**src/rtl/fd_txn_sequencer.sv**
```systemverilog
// fd_txn_sequencer: collects one FD transaction, fetches its DRAM entries over the bridge, launches the datapath and writes back dirty entries
module fd_txn_sequencer #(
  parameter int ID_W = 8,
  parameter int DW = 64
) (
  input  logic            clk,
  input  logic            rst_n,
  input  logic            act_valid,
  input  logic [3:0]      action,
  input  logic            id_valid,
  input  logic [ID_W-1:0] d_id,
  input  logic            cus_valid,
  input  logic [15:0]     ctm_info,
  input  logic            res_valid,
  input  logic [ID_W-1:0] res_id,
  input  logic            food_valid,
  input  logic [5:0]      food_ser,
  output logic            C_in_valid,
  output logic            C_r_wb,
  output logic [ID_W-1:0] C_addr,
  output logic [DW-1:0]   C_data_w,
  input  logic            C_out_valid,
  input  logic [DW-1:0]   C_data_r,
  output logic            ex_valid,
  output logic [3:0]      ex_act,
  output logic [DW/2-1:0] ex_dman,
  output logic [DW/2-1:0] ex_res,
  output logic [15:0]     ex_ctm,
  output logic [5:0]      ex_food,
  output logic [ID_W-1:0] ex_cancel_res,
  input  logic            ex_done,
  input  logic [DW/2-1:0] ex_dman_wr,
  input  logic [DW/2-1:0] ex_res_wr,
  input  logic            ex_dman_dirty,
  input  logic            ex_res_dirty,
  output logic            busy,
  output logic            seq_done
);
  localparam int HW = DW / 2;
  typedef enum logic [3:0] {
    S_IDLE, S_COLLECT, S_RD_D, S_WT_D, S_RD_R, S_WT_R, S_EXEC,
    S_WT_EX, S_WR_D, S_WT_WD, S_WR_R, S_WT_WR, S_DONE
  } state_t;
  state_t r_state, w_next;
  logic [3:0] r_act;
  logic [ID_W-1:0] r_did, r_rid, r_last_did, r_last_rid, r_ed, r_er;
  logic r_did_v, r_rid_v, r_food_v, r_same, r_wr;
  logic [15:0] r_ctm;
  logic [5:0] r_food;
  logic [DW-1:0] r_a, r_b;
  logic [HW-1:0] r_dman_wr, r_res_wr;
  logic w_take, w_deliver, w_order, w_cancel, w_nd, w_nr, w_fin, w_same, w_wd, w_wr, w_exv;
  logic [ID_W-1:0] w_did, w_rid, w_er;
  assign w_take    = r_act == 4'd1;
  assign w_deliver = r_act == 4'd2;
  assign w_order   = r_act == 4'd4;
  assign w_cancel  = r_act == 4'd8;
  assign w_nd      = w_take || w_deliver || w_cancel;
  assign w_nr      = w_take || w_order;
  assign w_did     = id_valid ? d_id : r_did_v ? r_did : r_last_did;
  assign w_rid     = res_valid ? res_id : r_rid_v ? r_rid : r_last_rid;
  assign w_er      = w_take ? ctm_info[13:6] : w_rid;
  assign w_same    = w_take && (w_did == ctm_info[13:6]);
  assign w_fin     = r_state == S_COLLECT &&
                     (w_take ? cus_valid : w_order ? food_valid : w_deliver ? id_valid :
                      w_cancel && id_valid && r_rid_v && r_food_v);
  assign w_wd      = w_nd && (ex_dman_dirty || (r_same && ex_res_dirty));
  assign w_wr      = w_nr && !r_same && ex_res_dirty;
  assign w_exv     = r_state >= S_EXEC;
  always_comb begin
    w_next = r_state;
    case (r_state)
      S_IDLE:    w_next = act_valid && action != 4'd0 ? S_COLLECT : S_IDLE;
      S_COLLECT: w_next = !w_fin ? S_COLLECT : w_nd ? S_RD_D : S_RD_R;
      S_RD_D:    w_next = S_WT_D;
      S_WT_D:    w_next = !C_out_valid ? S_WT_D : w_nr && !r_same ? S_RD_R : S_EXEC;
      S_RD_R:    w_next = S_WT_R;
      S_WT_R:    w_next = C_out_valid ? S_EXEC : S_WT_R;
      S_EXEC:    w_next = S_WT_EX;
      S_WT_EX:   w_next = !ex_done ? S_WT_EX : w_wd ? S_WR_D : w_wr ? S_WR_R : S_DONE;
      S_WR_D:    w_next = S_WT_WD;
      S_WT_WD:   w_next = !C_out_valid ? S_WT_WD : r_wr ? S_WR_R : S_DONE;
      S_WR_R:    w_next = S_WT_WR;
      S_WT_WR:   w_next = C_out_valid ? S_DONE : S_WT_WR;
      default:   w_next = S_IDLE;
    endcase
  end
  assign C_in_valid    = r_state == S_RD_D || r_state == S_RD_R || r_state == S_WR_D || r_state == S_WR_R;
  assign C_r_wb        = r_state == S_RD_D || r_state == S_RD_R;
  assign C_addr        = (r_state == S_RD_D || r_state == S_WR_D) ? r_ed :
                         (r_state == S_RD_R || r_state == S_WR_R) ? r_er : '0;
  assign C_data_w      = r_state == S_WR_D ? {r_dman_wr, r_same ? r_res_wr : r_a[HW-1:0]} :
                         r_state == S_WR_R ? {r_b[DW-1:HW], r_res_wr} : '0;
  assign ex_valid      = r_state == S_EXEC;
  assign ex_act        = w_exv ? r_act : '0;
  assign ex_dman       = w_exv && w_nd ? r_a[DW-1:HW] : '0;
  assign ex_res        = w_exv && w_nr ? r_b[HW-1:0] : '0;
  assign ex_ctm        = w_exv ? r_ctm : '0;
  assign ex_food       = w_exv ? r_food : '0;
  assign ex_cancel_res = w_exv && w_cancel ? r_rid : '0;
  assign busy          = r_state >= S_RD_D && r_state <= S_WT_WR;
  assign seq_done      = r_state == S_DONE;
  always_ff @(posedge clk) begin
    if (!rst_n) begin
      r_state    <= S_IDLE;
      r_act      <= '0;
      r_did      <= '0;
      r_rid      <= '0;
      r_last_did <= '0;
      r_last_rid <= '0;
      r_ed       <= '0;
      r_er       <= '0;
      r_did_v    <= 1'b0;
      r_rid_v    <= 1'b0;
      r_food_v   <= 1'b0;
      r_same     <= 1'b0;
      r_wr       <= 1'b0;
      r_ctm      <= '0;
      r_food     <= '0;
      r_a        <= '0;
      r_b        <= '0;
      r_dman_wr  <= '0;
      r_res_wr   <= '0;
    end else begin
      r_state <= w_next;
      if (r_state == S_IDLE && act_valid && action != 4'd0) begin
        r_act    <= action;
        r_did    <= '0;
        r_rid    <= '0;
        r_ctm    <= '0;
        r_food   <= '0;
        r_did_v  <= 1'b0;
        r_rid_v  <= 1'b0;
        r_food_v <= 1'b0;
      end
      if (r_state == S_COLLECT) begin
        if (id_valid) begin
          r_did   <= d_id;
          r_did_v <= 1'b1;
        end
        if (cus_valid) r_ctm <= ctm_info;
        if (res_valid) begin
          r_rid   <= res_id;
          r_rid_v <= 1'b1;
        end
        if (food_valid) begin
          r_food   <= food_ser;
          r_food_v <= 1'b1;
        end
        if (w_fin) begin
          r_ed   <= w_did;
          r_er   <= w_er;
          r_same <= w_same;
          if (w_nd) r_last_did <= w_did;
          if (w_nr) r_last_rid <= w_er;
        end
      end
      if (r_state == S_WT_D && C_out_valid) begin
        r_a <= C_data_r;
        if (r_same) r_b <= C_data_r;
      end
      if (r_state == S_WT_R && C_out_valid) r_b <= C_data_r;
      if (r_state == S_WT_EX && ex_done) begin
        r_dman_wr <= ex_dman_wr;
        r_res_wr  <= ex_res_wr;
        r_wr      <= w_wr;
      end
    end
  end
endmodule

```
**config.mk**
```make
export PLATFORM = sky130hd
export DESIGN_NAME = fd_txn_sequencer
export DESIGN_NICKNAME = d
export VERILOG_FILES = /design/src/rtl/fd_txn_sequencer.sv
export SDC_FILE = /design/constraint.sdc
export NUM_CORES = 1
export LEC_CHECK = 0
export ABC_AREA = 1
export CAP_MARGIN = 10
export CELL_PAD_IN_SITES_DETAIL_PLACEMENT = 1
export CELL_PAD_IN_SITES_GLOBAL_PLACEMENT = 2
export CORE_ASPECT_RATIO = 0.75
export CORE_UTILIZATION = 28
export CTS_BUF_LIST = sky130_fd_sc_hd__clkbuf_8
export CTS_CLUSTER_DIAMETER = 80
export CTS_CLUSTER_SIZE = 8
export DETAILED_ROUTE_END_ITERATION = 7
export GPL_ROUTABILITY_DRIVEN = 0
export PLACE_DENSITY_LB_ADDON = 0.12
export SLEW_MARGIN = 25
export SYNTH_ARGS = -nofsm -noshare
export SYNTH_HDL_FRONTEND = slang
export SYNTH_SLANG_ARGS = --single-unit
export TNS_END_PERCENT = 10
```
**constraint.sdc**
```tcl
create_clock -name clk -period 4.44 [get_ports clk]
set_input_delay 1.11 -clock clk [delete_from_list [all_inputs] [get_ports clk]]
set_output_delay 1.11 -clock clk [all_outputs]
set_load 0.005 [all_outputs]
```
==> flow_summary.json <==
{
  "status": "finished, final reports clean",
  "drcViolationCount": 0,
  "wl_per_cell_um": 17.9,
  "die_area_um2": 43900,
  "relSlewSlack_pct": 37.5,
  "yosys.area.top_type": "dfxtp_1",
  "pin_count": 356,
  "area_growth_pct": 38.7,
  "crit_required_ps": 3330,
  "hpwlAfterDp_um": 33200,
  "synth_cells": 1720,
  "cts.sinks": 275,
  "antenna_found_initial": 9,
  "critPathKind": "register to primary output",
  "fin_crit_ps": 4030,
  "coreArea_um2": 42300,
  "async_flop_share_pct": 0,
  "die_h_um": 182,
  "vias": 12300,
  "layout_setup_ws_ps": 412,
  "ys_types": 30,
  "clk_path_buf_depth": 3,
  "start_util_pct": 28.5,
  "overflow": 0,
  "setup_violations": 0,
  "power_leakage_nw": 6.36,
  "cts_root_buf": "clkbuf_8",
  "cp-start-kind": "register",
  "worst_ep_arrival_time_ps": 2920,
  "end_kind": "primary output",
  "grt_pass1_vias": 12200,
  "syn_avg_cell_area_um2": 7.01,
  "syn_nets": 1901,
  "cts_max_level": 2,
  "ir_drop_v": 0.000177,
  "numCtsBuffers": 40,
  "avgViaCountPerCell": 4.71,
  "tritoncts": "done",
  "synth_area_um2": 12100,
  "ant_nets": 0,
  "grt_pass1_wl_um": 72000,
  "synth-edff-count": 0,
  "portBuffers": 355,
  "die-width_um": 242,
  "drt_iter0_markers": 495,
  "placed_area_um2": 16100,
  "final_cell_area_um2": 16700,
  "clk_pin_slew_ps": 70,
  "period_share_pct": 90.7,
  "hold_buffers": 0,
  "worstSkewPairLatency_ps": 570,
  "placedCellCount": 2550,
  "max-cap-violations": 0,
  "yosysSeqAreaShare_pct": 45.7,
  "slew_violations": 0,
  "yosysTopAreaCellShare_pct": 45.7,
  "power_density_nw_per_um2": 305,
  "rsz0062_at_grt": "no",
  "place_ws_ps": 315,
  "fmax_ghz": 0.248,
  "instances_no_fill": 2603,
  "nets": 2206,
  "grt_max_degree": 120,
  "critPathMaxFanout": 9,
  "yosys_warnings": 0,
  "drive_above_1_share_pct": 4.14,
  "synth.area.top_cells": "dfxtp_1 46%, inv_1 10%, a21oi_1 9.3%",
  "synth_flop_cell": "dfxtp_1",
  "fin_worst_skew_ps": 22.9,
  "worst_pin_slew_ps": 937,
  "drt-total-wl_um": 46600,
  "grt.total_usage_pct": 20.8,
  "first_pass_iters": 5,
  "hold_violations": 0,
  "min_path_type": "register to register",
  "setup_tns_ps": 0,
  "num_rows": 65,
  "synth-seq-cells": 275
}
## cell usage after synthesis, types with 12 or more instances
| cell type | n |
|---|---|
| a21oi_1 | 223 |
| a22o_1 | 32 |
| a32oi_1 | 12 |
| buf_2 | 28 |
| clkbuf_1 | 77 |
| dfxtp_1 | 275 |
| inv_1 | 322 |
| nand2_1 | 158 |
| nand3_1 | 22 |
| nor2_1 | 219 |
| o21ai_0 | 194 |
| o21ai_1 | 67 |
| o22ai_1 | 42 |
## sequential cells by signal, summed over array words and instances (netlist names), 8 cells and up
| register | flops |
|---|---|
| r_last_rid | 8 |
| r_a | 64 |
| r_ed | 8 |
| r_b | 64 |
| r_dman_wr | 32 |
| r_res_wr | 32 |
| r_ctm | 16 |
| r_er | 8 |
| r_last_did | 8 |
| r_rid | 8 |
| r_did | 8 |
## cell type report
cell class / count / area (um^2)
sequential: 275 / 5510
tap: 569 / 712
antenna: 7 / 17.5
clock inverter: 3 / 22.5
timing repair buffer: 377 / 3810
fill: 5237 / 25600
clock buffer: 41 / 564
multi-input combinational: 1002 / 4860
inverter: 329 / 1240
## worst max-delay path, stage by stage (launching register included)
cell and delay, ps:
dfxtp_1 430, inv_1 110, nand2_1 250, nor2_4 60, buf_4 180, nor2_1 570, o22ai_1 230, clkdlybuf4s50_1 510
## routing by layer
metal | part of all wire (%) | up-vias | track usage [%]
met2 | 44 | 287 | 32.1
li1 | - | 6106 | -
met4 | 2.0 | 4 | 6.11
met3 | 5.5 | 61 | 4.77
met1 | 49 | 5806 | 28.8
met5 | 0.062 | - | 0
## power by group
group          leakage (nW)  switching, W  internal, W
registers              2.22     0.0000534      0.00255
clock network         0.295      0.000968     0.000826
logic                  3.84      0.000411     0.000285
total                  6.36       0.00143      0.00366
## placed cells by master, fill, tap and decap left out, types with 32 or more instances in the layout
master           synthesis  final
a21oi_1                223    222
a22o_1                  32     32
clkbuf_8                 0     41
clkdlybuf4s50_1          0    354
dfxtp_1                275    275
inv_1                  322    322
nand2_1                158    157
nor2_1                 219    218
o21ai_0                194    194
o21ai_1                 67     67
o22ai_1                 42     42
## per-stage QoR
| stage | hold slack, ps | power, W | util, % |
|---|---|---|---|
| 2_1_floorplan | 429 | 0.00302 | - |
| 3_3_place_gp | 441 | 0.00335 | 38.1 |
| 3_5_place_dp | 448 | 0.00336 | 38.1 |
| 4_1_cts | 459 | 0.00521 | 39.5 |
| 5_1_grt | 477 | 0.00541 | 39.5 |
| 6_report | 457 | 0.00510 | 39.6 |
## logic make-up (layout without fill, tap and decap cells)
family | Yosys count | after routing | synth area share [%]
AOI/OAI and AO/OA | 579 | 579 | 26.0
buffers and inverters | 443 | 750 | 14.3
and+or+nand+nor | 422 | 422 | 13.9
DFF | 275 | 275 | 45.7
xor gates and xnor gates | 1 | 1 | 0.0726
other | 0 | 7 | 0
## what timing repair did
action,4_1_cts,5_1_grt
resized for setup,1,0
endpoints found under the setup margin,32,0
setup buffers,2,0
## worst paths after layout
| check | from | slack [ps] | cells past startpoint | endpoint |
|---|---|---|---|---|
| setup / recovery | r_state[2] | 410 | 7 | C_addr[1] |
| hold / removal | r_er[6] | 460 | 2 | r_er[6] |
| setup reg to reg | r_state[2] | 1920 | 9 | r_a[27] |
| hold reg to reg | r_er[6] | 460 | 2 | r_er[6] |
Note: power is estimated with default switching activity, not from simulation.
